### src/rtl/ahb_apb_bridge_ctrl_p_if.sv
// AHB-side transfer handshake and APB3 bus signals grouped for the bridge controller.
interface ahb_apb_bridge_ctrl_p_if #(
    parameter int unsigned ADDR_W  = 32,
    parameter int unsigned DATA_W  = 32,
    parameter int unsigned NUM_SLV = 4
);
    // AHB side
    logic               valid;
    logic               hwrite;
    logic [ADDR_W-1:0]  haddr;
    logic [DATA_W-1:0]  hwdata;
    logic [DATA_W-1:0]  hrdata;
    logic               hreadyout;
    logic [1:0]         hresp;
    // APB side
    logic [ADDR_W-1:0]  paddr;
    logic [DATA_W-1:0]  pwdata;
    logic               pwrite;
    logic [NUM_SLV-1:0] psel;
    logic               penable;
    logic [DATA_W-1:0]  prdata;
    logic               pready;
    logic               pslverr;

    // Bridge view
    modport slave (
        input  valid, hwrite, haddr, hwdata, prdata, pready, pslverr,
        output hrdata, hreadyout, hresp, paddr, pwdata, pwrite, psel, penable
    );

    // AHB front end / APB slaves view
    modport master (
        output valid, hwrite, haddr, hwdata, prdata, pready, pslverr,
        input  hrdata, hreadyout, hresp, paddr, pwdata, pwrite, psel, penable
    );
endinterface

### src/rtl/ahb_apb_bridge_ctrl_p.sv
// AHB-to-APB3 bridge controller: one APB access per AHB transfer, one-hot slave select
// decoded from haddr, two-cycle AHB ERROR on decode error, slave error or pready timeout.
module ahb_apb_bridge_ctrl_p #(
    parameter int unsigned ADDR_W  = 32,
    parameter int unsigned DATA_W  = 32,
    parameter int unsigned NUM_SLV = 4,
    parameter int unsigned SLV_LSB = 12,
    parameter int unsigned TIMEOUT = 16
) (
    input logic                    i_hclk,
    input logic                    i_hresetn,
    ahb_apb_bridge_ctrl_p_if.slave bus
);
    localparam int unsigned SlvW     = (NUM_SLV > 1) ? $clog2(NUM_SLV) : 1;
    localparam int unsigned CntW     = (TIMEOUT > 1) ? $clog2(TIMEOUT) : 1;
    localparam int unsigned CntLastI = (TIMEOUT == 0) ? 0 : TIMEOUT - 1;

    typedef enum logic [2:0] {
        StIdle, StWdata, StSetup, StAccess, StDone, StErr1, StErr2
    } state_e;

    state_e              r_state, w_state_d;
    logic [ADDR_W-1:0]   r_paddr;
    logic [DATA_W-1:0]   r_pwdata;
    logic [DATA_W-1:0]   r_hrdata;
    logic                r_pwrite;
    logic [SlvW-1:0]     r_idx, w_idx_d;
    logic [CntW-1:0]     r_cnt, w_cnt_d;
    logic                r_hreadyout, w_hreadyout_d;
    logic [1:0]          r_hresp, w_hresp_d;
    logic [NUM_SLV-1:0]  r_psel, w_psel_d;
    logic                r_penable, w_penable_d;

    logic                w_accept;
    logic [SlvW-1:0]     w_haddr_idx;
    logic                w_haddr_ok;
    logic                w_idx_ok;
    logic                w_timeout;

    assign w_accept    = ((r_state == StIdle) || (r_state == StDone)) && bus.valid;
    assign w_haddr_idx = bus.haddr[SLV_LSB +: SlvW];
    assign w_haddr_ok  = 32'(w_haddr_idx) < NUM_SLV;
    assign w_idx_ok    = 32'(r_idx) < NUM_SLV;
    assign w_idx_d     = w_accept ? w_haddr_idx : r_idx;
    // Counter holds the number of ACCESS cycles already spent waiting for pready.
    assign w_timeout   = (TIMEOUT != 0) && (r_cnt == CntW'(CntLastI));

    // Next state and timeout counter
    always_comb begin
        w_state_d = r_state;
        w_cnt_d   = r_cnt;
        unique case (r_state)
            StIdle, StDone: begin
                if (!bus.valid) begin
                    w_state_d = StIdle;
                end else if (bus.hwrite) begin
                    w_state_d = StWdata;
                end else begin
                    w_state_d = w_haddr_ok ? StSetup : StErr1;
                end
            end
            StWdata: w_state_d = w_idx_ok ? StSetup : StErr1;
            StSetup: begin
                w_state_d = StAccess;
                w_cnt_d   = '0;
            end
            StAccess: begin
                if (bus.pready) begin
                    w_state_d = bus.pslverr ? StErr1 : StDone;
                end else begin
                    w_cnt_d = r_cnt + 1'b1;
                    if (w_timeout) begin
                        w_state_d = StErr1;
                    end
                end
            end
            StErr1:  w_state_d = StErr2;
            StErr2:  w_state_d = StIdle;
            default: w_state_d = StIdle;
        endcase
    end

    // Output values for the upcoming state, so every bus output comes straight from a flop
    always_comb begin
        w_hreadyout_d = (w_state_d == StIdle) || (w_state_d == StDone) || (w_state_d == StErr2);
        w_hresp_d     = ((w_state_d == StErr1) || (w_state_d == StErr2)) ? 2'b01 : 2'b00;
        w_penable_d   = (w_state_d == StAccess);
        w_psel_d      = '0;
        for (int unsigned i = 0; i < NUM_SLV; i++) begin
            w_psel_d[i] = ((w_state_d == StSetup) || (w_state_d == StAccess)) &&
                          (32'(w_idx_d) == i);
        end
    end

    // State and control output registers
    always_ff @(posedge i_hclk or negedge i_hresetn) begin
        if (!i_hresetn) begin
            r_state     <= StIdle;
            r_cnt       <= '0;
            r_idx       <= '0;
            r_hreadyout <= 1'b1;
            r_hresp     <= 2'b00;
            r_psel      <= '0;
            r_penable   <= 1'b0;
        end else begin
            r_state     <= w_state_d;
            r_cnt       <= w_cnt_d;
            r_idx       <= w_idx_d;
            r_hreadyout <= w_hreadyout_d;
            r_hresp     <= w_hresp_d;
            r_psel      <= w_psel_d;
            r_penable   <= w_penable_d;
        end
    end

    // Address/data path: latch on accept, write data in WDATA, read data on a good read
    always_ff @(posedge i_hclk or negedge i_hresetn) begin
        if (!i_hresetn) begin
            r_paddr  <= '0;
            r_pwrite <= 1'b0;
            r_pwdata <= '0;
            r_hrdata <= '0;
        end else begin
            if (w_accept) begin
                r_paddr  <= bus.haddr;
                r_pwrite <= bus.hwrite;
            end
            if (r_state == StWdata) begin
                r_pwdata <= bus.hwdata;
            end
            if ((r_state == StAccess) && bus.pready && !bus.pslverr && !r_pwrite) begin
                r_hrdata <= bus.prdata;
            end
        end
    end

    assign bus.hrdata    = r_hrdata;
    assign bus.hreadyout = r_hreadyout;
    assign bus.hresp     = r_hresp;
    assign bus.paddr     = r_paddr;
    assign bus.pwdata    = r_pwdata;
    assign bus.pwrite    = r_pwrite;
    assign bus.psel      = r_psel;
    assign bus.penable   = r_penable;
endmodule

### src/flat_wrapper.sv
// flat-port wrapper written by rule: the top's interface ports become plain ports
module ahb_apb_bridge_ctrl_p_flat 
#(
    parameter int unsigned ADDR_W  = 32,
    parameter int unsigned DATA_W  = 32,
    parameter int unsigned NUM_SLV = 4,
    parameter int unsigned SLV_LSB = 12,
    parameter int unsigned TIMEOUT = 16
)
  (i_hclk, i_hresetn, bus_valid, bus_hwrite, bus_haddr, bus_hwdata, bus_prdata, bus_pready, bus_pslverr, bus_hrdata, bus_hreadyout, bus_hresp, bus_paddr, bus_pwdata, bus_pwrite, bus_psel, bus_penable);
  ahb_apb_bridge_ctrl_p_if #(.ADDR_W(ADDR_W), .DATA_W(DATA_W), .NUM_SLV(NUM_SLV)) bus_i ();
  input logic i_hclk;
  input logic i_hresetn;
  input wire logic [$bits(bus_i.valid)-1:0] bus_valid;
  input wire logic [$bits(bus_i.hwrite)-1:0] bus_hwrite;
  input wire logic [$bits(bus_i.haddr)-1:0] bus_haddr;
  input wire logic [$bits(bus_i.hwdata)-1:0] bus_hwdata;
  input wire logic [$bits(bus_i.prdata)-1:0] bus_prdata;
  input wire logic [$bits(bus_i.pready)-1:0] bus_pready;
  input wire logic [$bits(bus_i.pslverr)-1:0] bus_pslverr;
  output wire logic [$bits(bus_i.hrdata)-1:0] bus_hrdata;
  output wire logic [$bits(bus_i.hreadyout)-1:0] bus_hreadyout;
  output wire logic [$bits(bus_i.hresp)-1:0] bus_hresp;
  output wire logic [$bits(bus_i.paddr)-1:0] bus_paddr;
  output wire logic [$bits(bus_i.pwdata)-1:0] bus_pwdata;
  output wire logic [$bits(bus_i.pwrite)-1:0] bus_pwrite;
  output wire logic [$bits(bus_i.psel)-1:0] bus_psel;
  output wire logic [$bits(bus_i.penable)-1:0] bus_penable;
  assign bus_i.valid = bus_valid;
  assign bus_i.hwrite = bus_hwrite;
  assign bus_i.haddr = bus_haddr;
  assign bus_i.hwdata = bus_hwdata;
  assign bus_i.prdata = bus_prdata;
  assign bus_i.pready = bus_pready;
  assign bus_i.pslverr = bus_pslverr;
  assign bus_hrdata = bus_i.hrdata;
  assign bus_hreadyout = bus_i.hreadyout;
  assign bus_hresp = bus_i.hresp;
  assign bus_paddr = bus_i.paddr;
  assign bus_pwdata = bus_i.pwdata;
  assign bus_pwrite = bus_i.pwrite;
  assign bus_psel = bus_i.psel;
  assign bus_penable = bus_i.penable;
  ahb_apb_bridge_ctrl_p #(.ADDR_W(ADDR_W), .DATA_W(DATA_W), .NUM_SLV(NUM_SLV), .SLV_LSB(SLV_LSB), .TIMEOUT(TIMEOUT)) u_core (.i_hclk(i_hclk), .i_hresetn(i_hresetn), .bus(bus_i));
endmodule
### config.mk
export PLATFORM = sky130hd
export DESIGN_NAME = ahb_apb_bridge_ctrl_p_flat
export DESIGN_NICKNAME = d
export VERILOG_FILES = /design/src/rtl/ahb_apb_bridge_ctrl_p_if.sv /design/src/rtl/ahb_apb_bridge_ctrl_p.sv /design/src/flat_wrapper.sv
export SDC_FILE = /design/constraint.sdc
export NUM_CORES = 1
export LEC_CHECK = 0
export ABC_CLOCK_PERIOD_IN_PS = 2000
export BUFFER_PORTS_ARGS = -buffer_cell sky130_fd_sc_hd__buf_2
export CAP_MARGIN = 20
export CORE_UTILIZATION = 47
export DETAILED_ROUTE_END_ITERATION = 10
export GPL_ROUTABILITY_DRIVEN = 1
export PLACE_DENSITY_LB_ADDON = 0.12
export RECOVER_POWER = 100
export SYNTH_ARGS = -nofsm -noshare
export SYNTH_HDL_FRONTEND = slang
export SYNTH_SLANG_ARGS = --single-unit
export TNS_END_PERCENT = 5
### constraint.sdc
create_clock -name i_hclk -period 2 [get_ports i_hclk]
set_clock_uncertainty 0.1 [all_clocks]
set_input_delay 0.2 -clock i_hclk [delete_from_list [all_inputs] [get_ports i_hclk]]
set_output_delay 0.2 -clock i_hclk [all_outputs]
set_load 0.01 [all_outputs]
## Word level (Yosys, flattened, before mapping)

Cells that the tools add are included.

| word-level totals | value |
|---|---|
| register bits after elaboration | 114 |
| input port bits | 102 |

| cells by class | value |
|---|---|
| add/subtract/negate cells | 1 |
| eq/ne operators | 15 |
| muxes and demuxes | 10 |
| reductions and logical operators | 21 |

Operators with widths:

| cell | number |
|---|---|
| $eq A3 B3 Y1 const B | 5 |
| $pmux W3 S5 | 1 |
| $eq A3 B2 Y1 const B | 4 |
| $mux W3 | 3 |
| $logic_and A1 B1 Y1 | 8 |
| $pmux W4 S2 | 1 |
| $logic_not A3 Y1 | 2 |
| $logic_or A1 B1 Y1 | 5 |
| $add A4 B1 Y4 const B | 1 |
| $eq A2 B2 Y1 const B | 2 |
| $eq A4 B4 Y1 const B | 1 |
| $mux W2 | 2 |
| $mux W4 | 1 |
| $eq A3 B1 Y1 const B | 1 |
| $eq A2 B1 Y1 const B | 1 |
| $logic_not A1 Y1 | 2 |
| $logic_not A2 Y1 | 1 |
| $mux W1 | 2 |
| $ne A2 B2 Y1 const B | 1 |
| $reduce_and A2 Y1 | 1 |
| $reduce_bool A2 Y1 | 1 |
| $reduce_or A2 Y1 | 1 |

## Logic depth before layout (Yosys ltp)

Gate-level depths: netlist of run 1.

| depth | value |
|---|---|
| depth after elaboration | 7 |
| gate-level depth with buffers | 7 |
| mapped depth without buffers | 4 |

## Worst setup path before layout of run 1

Ideal clock, no wire load.

| timing | value |
|---|---|
| kind | flip-flop to flip-flop |
| start point | reg u_core.r_state[2] |
| end point | reg u_core.r_hrdata[10], in the netlist u_core.bus.hrdata[10] |
| setup time | 125 ps |
| data arrival time | 1585 ps |
| path slack | 190 ps |
| cell stages (with the launch flop) | 7 |
| path through | dfrtp_1 -> nand2b_4 -> buf_6 -> or3_4 -> buf_6 -> buf_12 -> mux2_4 |

| on the way | value |
|---|---|
| cells in the longest elaborated chain, start to end | 4 |

RTL lines:

| what | line | RTL |
|---|---|---|
| from (decl) | ahb_apb_bridge_ctrl_p.sv:22 | `state_e r_state, w_state_d;` |
| from (signal assigned) | ahb_apb_bridge_ctrl_p.sv:98 | `r_state <= StIdle;` |
| from (signal assigned) | ahb_apb_bridge_ctrl_p.sv:106 | `r_state <= w_state_d;` |
| $eq A3 B2 Y1 | ahb_apb_bridge_ctrl_p.sv:131 | `if ((r_state == StAccess) && bus.pready && !bus.pslverr && !r_pwrite) begin` |
| $logic_and A1 B1 Y1 (3 in series) | ahb_apb_bridge_ctrl_p.sv:131 |  |
| to (signal assigned) | ahb_apb_bridge_ctrl_p.sv:132 | `r_hrdata <= bus.prdata;` |
| to (decl) | ahb_apb_bridge_ctrl_p.sv:25 | `logic [DATA_W-1:0] r_hrdata;` |

No other way between the ends.
A chain may end at the register's enable or synchronous reset.

## Final worst setup path of run 1

| timing | value |
|---|---|
| start point | reg u_core.r_state[1] |
| end point | reg u_core.r_paddr[4], in the netlist u_core.bus.paddr[4] |

| on the way | value |
|---|---|
| cells in the longest elaborated chain, start to end | 3 |
| elaborated cells on any way between the ends | 4 |
| classes of those cells | eq/ne: 1; reduce/logical: 3 |

RTL lines:

| what | line | RTL |
|---|---|---|
| $eq A3 B3 Y1 / $logic_not A3 Y1 (equally long branches) | ahb_apb_bridge_ctrl_p.sv:40 | `assign w_accept = ((r_state == StIdle) \|\| (r_state == StDone)) && bus.valid;` |
| $logic_or A1 B1 Y1 * | ahb_apb_bridge_ctrl_p.sv:40 |  |
| $logic_and A1 B1 Y1 * | ahb_apb_bridge_ctrl_p.sv:40 |  |
| to (signal assigned) | ahb_apb_bridge_ctrl_p.sv:125 | `r_paddr <= bus.haddr;` |
| to (decl) | ahb_apb_bridge_ctrl_p.sv:23 | `logic [ADDR_W-1:0] r_paddr;` |

Mark *: on every way between the ends. The rest lies on a longest branch, timed or not.

==> run summary, run 1 <==
outcome -> finished clean
fin. max-slew vios -> 0
Pwr per Cell Area -> 1526 mW/mm²
Synth Warn # -> 0
met3 Use GR -> 0.08078
Remaining DRCs -> 0
syn_nets -> 381
Final nets -> 697
Worst path slowest cell -> dfrtp_1
FF-to-FF setup slack -> 90 ps
CP cell instances -> buf_4, nor3b_2, buf_4, clkbuf_4, mux2_1
deepest clock path buffer count -> 2
syn avg cell area -> 16.30 µm²
core area -> 0.009284 mm²
CP peak stage delay -> 400 ps
DR vias/cell -> 4.656
leakage power -> 3.162 nW
ys async rst share -> 1.000
worst path buffer plus inverter count -> 3
share of layout cells above drive strength 1 -> 0.3575
worst r2r src -> u_core.r_state[1]$_DFF_PN0_
Clk pin slew, worst setup/hold paths -> 50 ps
placement row count -> 35
RSZ-0062 raised after global routing -> no
Post-synth EDFFs -> 0
post-synthesis sequential area ratio -> 0.6244
Post-DP HPWL -> 7379 µm
WHS Path Cells -> 4
top cell family by delay on the critical path -> buffers and inverters
R2R Path End -> u_core.bus.paddr[4]$_DFFE_PN0P_
chip width -> 100.2 µm
type of origin of the critical path -> register
Tot GR Track Use -> 0.2583
ANT cells -> 0
IO Port Bufs -> 205
Final period util -> 0.9572
Hold Startpoint -> bus_pslverr
setup TNS -> 0 ps
Inserted Clock Buffers -> 17
First-pass DRT Iterations -> 4
CTS tree -> built
GRT busiest layer -> met2
Iteration-0 DRC Markers -> 67
postcts setup bufs -> 0
die area -> 0.01004 mm²
CTS H-tree lvls -> 4
final WL -> 12,200 µm
Setup-failing EPs final -> 0
fillcell total -> 685
Overflow after GRT -> 0
VDD IR max -> 0.8898 mV
first-pass GRT wire length -> 19,060 µm
Initial Utilization -> 0.4880
Yosys cell types -> 36
kind of critical path -> register to register
CTS sink cnt -> 113
Post-Synthesis Cells -> 278
fin cells -> 736
commonest non-fill, non-tap cell in the layout -> dfrtp_1
area grow syn2layout -> 54.60%
largest net degree at the start of global routing -> 47
M1 GR Usage -> 0.2869
Vias -> 3,427
Hold Crit Endpoint -> u_core.bus.hresp[0]$_DFF_PN0_
worst slew pin tran -> 755.7 ps
Cell Area, Synth -> 0.004531 mm²
most frequent cells in the layout -> 112 x dfrtp_1, 106 x clkbuf_1, 100 x buf_2, 99 x dlygate4sd3_1, 66 x mux2_2
required time worst endpoint -> 2280 ps
Hold Fails Final Rpt -> 0
relative max-transition margin -> 0.4962
IO Pins -> 207
synthesized flop and latch total -> 113
r2r worst-path depth -> 5
min-delay worst type -> input pin to register
Placer Congestion -> 0.7632
Clk Latency, worst-skew pair -> 510 ps
post-cts resize count -> 0
grt met2 use -> 0.4547
Max-cap violations -> 0
most common flop cell mapped by yosys -> dfrtp_1
WL/cell -> 16.58 µm
crit end category -> register
CP max FO -> 18
Worst path most repeated cell -> buf_4
number of global-route vias before repair -> 3,706
post-route ant nets -> 0
initial antenna violation count -> 0
Tmin final -> 1914 ps
Fmax achieved -> 0.5224 GHz
placed cell count -> 605
CP arrival -> 2190 ps
die height -> 100.2 µm
Root Buffer -> clkbuf_8
==> worst min-delay path, cell delays in order <==
cell,delay (ps)
buf_2,90
nor2b_1,40
nor3_1,120
o21a_1,140
==> cell usage after synthesis (2+ instances only) <==
cell type  number  area, µm²
dfrtp_1       112       2803
mux2_2         67      754.5
mux2_4         30      450.4
buf_2           7      35.03
nor3_1          5      25.02
nand2_1         4      15.01
buf_12          3      60.06
buf_6           3      33.78
inv_1           3      11.26
mux2i_1         3      30.03
nor2_1          3      11.26
nor2b_1         3      18.77
o21ai_0         3      15.01
a21oi_1         2      10.01
a22o_2          2      20.02
and2b_2         2      17.52
clkbuf_1        2      7.510
nand2b_1        2      12.51
nand4b_1        2      17.52
nor3b_1         2      15.01
o21a_1          2      15.01
or2_2           2      12.51
==> cells by family after synthesis <==
group | after synthesis | share of synthesized area
flops | 113 | 0.6244
mux | 100 | 0.2726
simple gates | 31 | 0.04529
buf+inv | 19 | 0.03424
compound gates | 13 | 0.01988
fa+ha+maj | 1 | 0.002761
other cells | 1 | 0.0008277
==> cell type report <==
class	instances	area [µm²]	area share
well taps	129	161.4	0.02304
repair buffers	313	1952	0.2787
multi-input cells	146	1445	0.2063
clock inverters	9	128.9	0.01840
inverters	3	11.26	0.001608
clock buffers	23	476.7	0.06806
flip-flops and latches	113	2829	0.4039
==> report_power, final <==
group | total, W | switching [W] | internal, W
clock | 0.00303 | 0.00100 | 0.00202
sequential | 0.00404 | 0.000623 | 0.00342
combinational | 0.00362 | 0.00188 | 0.00174
==> stage by stage <==
| step | hold slack, ps | total power [W] | utilization | setup WS [ps] | area (µm²) |
|---|---|---|---|---|---|
| 2_1_floorplan | -195.6 | 0.006430 | - | 190.0 | 4531 |
| 3_3_place_gp | 59.34 | 0.007900 | 0.6146 | 237.2 | 5705 |
| 3_5_place_dp | 65.32 | 0.008059 | 0.6146 | 202.4 | 5705 |
| 4_1_cts | 1.631 | 0.01129 | 0.7865 | 190.7 | 7302 |
| 5_1_grt | 48.87 | 0.01131 | 0.7544 | 27.86 | 7004 |
| 6_report | 29.43 | 0.01069 | 0.7544 | 85.58 | 7004 |
==> sequential cells by signal (all words and copies together) (netlist names), 2 cells and up <==
signal,count
u_core.bus.paddr,32
u_core.r_state,3
u_core.bus.psel,4
u_core.r_cnt,4
u_core.bus.pwdata,32
u_core.r_idx,2
u_core.bus.hrdata,32
==> what timing repair did <==
item	4_1_cts	5_1_grt
endpoints found under the hold margin	219	0
hold buffers	99	0
endpoints found under the setup margin	0	0
==> per-layer routing <==
metal | wire length [µm] | share of wire | vias to the layer above
li1 | - | - | 1611
met2 | 6463 | 0.53 | 126
met5 | 0 | 0 | -
met1 | 4728 | 0.39 | 1665
met3 | 732 | 0.060 | 25
met4 | 276 | 0.023 | 0
==> worst max-delay path by stage <==
stage	startpoint	endpoint	slack (ps)	cells after the start
final	u_core.r_state[1]$_DFF_PN0_	u_core.bus.paddr[4]$_DFFE_PN0P_	90	5
after global routing	u_core.r_state[1]$_DFF_PN0_	u_core.bus.paddr[4]$_DFFE_PN0P_	30	5
after CTS	u_core.r_state[2]$_DFF_PN0_	u_core.bus.hrdata[23]$_DFFE_PN0P_	190	3
after detailed placement	u_core.r_state[2]$_DFF_PN0_	u_core.bus.hrdata[3]$_DFFE_PN0P_	200	3
after global placement	u_core.r_state[2]$_DFF_PN0_	u_core.bus.hrdata[31]$_DFFE_PN0P_	240	3
after floorplan	u_core.r_state[2]$_DFF_PN0_	u_core.bus.hrdata[10]$_DFFE_PN0P_	190	6
Power figures use the tool's default switching activity.
==> run 2: changes to the inputs <==
Settings changed: ABC_CLOCK_PERIOD_IN_PS 2000 to 1900.
Clock period 2 ns to 1.9 ns, I/O delays scaled along.
==> run summary, run 2 (same netlist as run 1, synthesis figures left out) <==
outcome -> finished clean
deepest clock path buffer count -> 2
Final nets -> 698
post-route ant nets -> 0
Inserted Clock Buffers -> 17
CP arrival -> 2060 ps
kind of critical path -> register to register
grt met2 use -> 0.4721
IO Port Bufs -> 205
Pint -> 0.007683 W
crit end category -> register
Pwr per Cell Area -> 1618 mW/mm²
Post-DP HPWL -> 7216 µm
CTS H-tree lvls -> 4
Clock power frac -> 0.287
Clk pin slew, worst setup/hold paths -> 50 ps
Overflow after GRT -> 0
Hold Fails Final Rpt -> 0
met3 Use GR -> 0.06407
initial antenna violation count -> 0
M1 GR Usage -> 0.2796
final WL -> 12,490 µm
GRT busiest layer -> met2
die area -> 0.01004 mm²
RSZ-0062 raised after global routing -> no
Root Buffer -> clkbuf_8
NetSw -> 0.003736 W
Tot GR Track Use -> 0.2567
placed cell count -> 605
postcts setup bufs -> 0
IO Pins -> 207
Remaining DRCs -> 0
Setup-failing EPs final -> 0
Iteration-0 DRC Markers -> 104
area grow syn2layout -> 55.76%
Vias -> 3,488
power share of the sequential group -> 0.376
most frequent cells in the layout -> 110 x dfrtp_1, 107 x clkbuf_1, 100 x dlygate4sd3_1, 100 x buf_2, 65 x mux2_2
Initial Utilization -> 0.4880
power share of the combinational group -> 0.337
number of global-route vias before repair -> 3,790
first-pass GRT wire length -> 19,260 µm
Fmax achieved -> 0.5588 GHz
First-pass DRT Iterations -> 4
Clk Latency, worst-skew pair -> 500 ps
Tmin final -> 1790 ps
placement row count -> 35
CP max FO -> 32
DR vias/cell -> 4.739
FF-to-FF setup slack -> 110 ps
min-delay worst type -> input pin to register
Final period util -> 0.9419
fin cells -> 736
CTS tree -> built
final instance area -> 0.007057 mm²
Max-cap violations -> 0
Switching Share -> 0.3272
Placer Congestion -> 0.7996
WL/cell -> 16.97 µm
VDD IR max -> 0.8628 mV
ANT cells -> 0
chip width -> 100.2 µm
leakage power -> 3.170 nW
relative max-transition margin -> 0.5742
fin. max-slew vios -> 0
setup TNS -> 0 ps
type of origin of the critical path -> register
commonest non-fill, non-tap cell in the layout -> dfrtp_1
die height -> 100.2 µm
Cell Area, Placed -> 0.005705 mm²
CTS sink cnt -> 113
core area -> 0.009284 mm²
worst slew pin tran -> 638.7 ps
largest net degree at the start of global routing -> 47
required time worst endpoint -> 2170 ps
share of layout cells above drive strength 1 -> 0.3608
-- run 2: cell count changes in the layout (fill, tap and decap cells not counted), sizes merged --
cell / change
buf: +2
dlygate4sd3: +1
clkinv: -3
bufinv: +1
clkbuf: -3
clkinvlp: +2
-- run 2: worst paths after layout --
kind | startpoint | to | depth (start not counted)
max in group asynchronous | i_hresetn | u_core.r_state[1]$_DFF_PN0_ | 3
worst max register to register | u_core.r_state[1]$_DFF_PN0_ | u_core.bus.hrdata[7]$_DFFE_PN0P_ | 3
worst min-delay path | bus_valid | u_core.r_state[1]$_DFF_PN0_ | 4
worst max-delay path | u_core.r_state[1]$_DFF_PN0_ | u_core.bus.hrdata[7]$_DFFE_PN0P_ | 3
min in group asynchronous | i_hresetn | u_core.bus.paddr[27]$_DFFE_PN0P_ | 2
worst min register to register | u_core.bus.hrdata[4]$_DFFE_PN0P_ | u_core.bus.hrdata[4]$_DFFE_PN0P_ | 1
-- run 2: metal layers --
layer,routed length [µm],vias up
met5,0,-
met4,227,0
met3,681,20
met2,6901,124
met1,4680,1725
li1,-,1619
-- run 2: layout make-up --
cell class | instances | area [µm²]
flip-flops and latches | 113 | 2831
fillers | 670 | 2227
repair buffers | 314 | 1973
multi-input cells | 146 | 1461
clock buffers | 22 | 462.9
well taps | 129 | 161.4
clock inverters | 9 | 155.1
inverters | 3 | 11.26
-- run 2: what timing repair did --
item	CTS	global route
hold endpoints to repair	220	0
endpoints found under the setup margin	0	26
hold buffers	100	0
gates resized for setup	0	5
-- run 2: power by group through the flow --
stage	Clock, W	Combinational [W]	Sequential, W
floorplan	0	0.00205	0.00472
detailed placement	0	0.00423	0.00424
finish	0.00328	0.00385	0.00429
CTS	0.00334	0.00442	0.00422
global route	0.00346	0.00416	0.00442
global placement	0	0.00414	0.00418
-- run 2: stage by stage --
step	setup slack [ps]	utilization	total power, W	hold slack [ps]
after global placement	83.08	0.6146	0.008326	26.84
final	110.4	0.7601	0.01142	68.50
after floorplan	90.02	-	0.006769	-205.6
after CTS	27.75	0.7889	0.01198	37.02
after detailed placement	40.46	0.6146	0.008464	27.63
after global routing	50.14	0.7601	0.01204	65.55
-- run 2: critical path, cell delays in order (launching register included) --
cell      delay [ps]
dfrtp_2          480
nand2b_4          70
or3_4            570
mux2_1           420
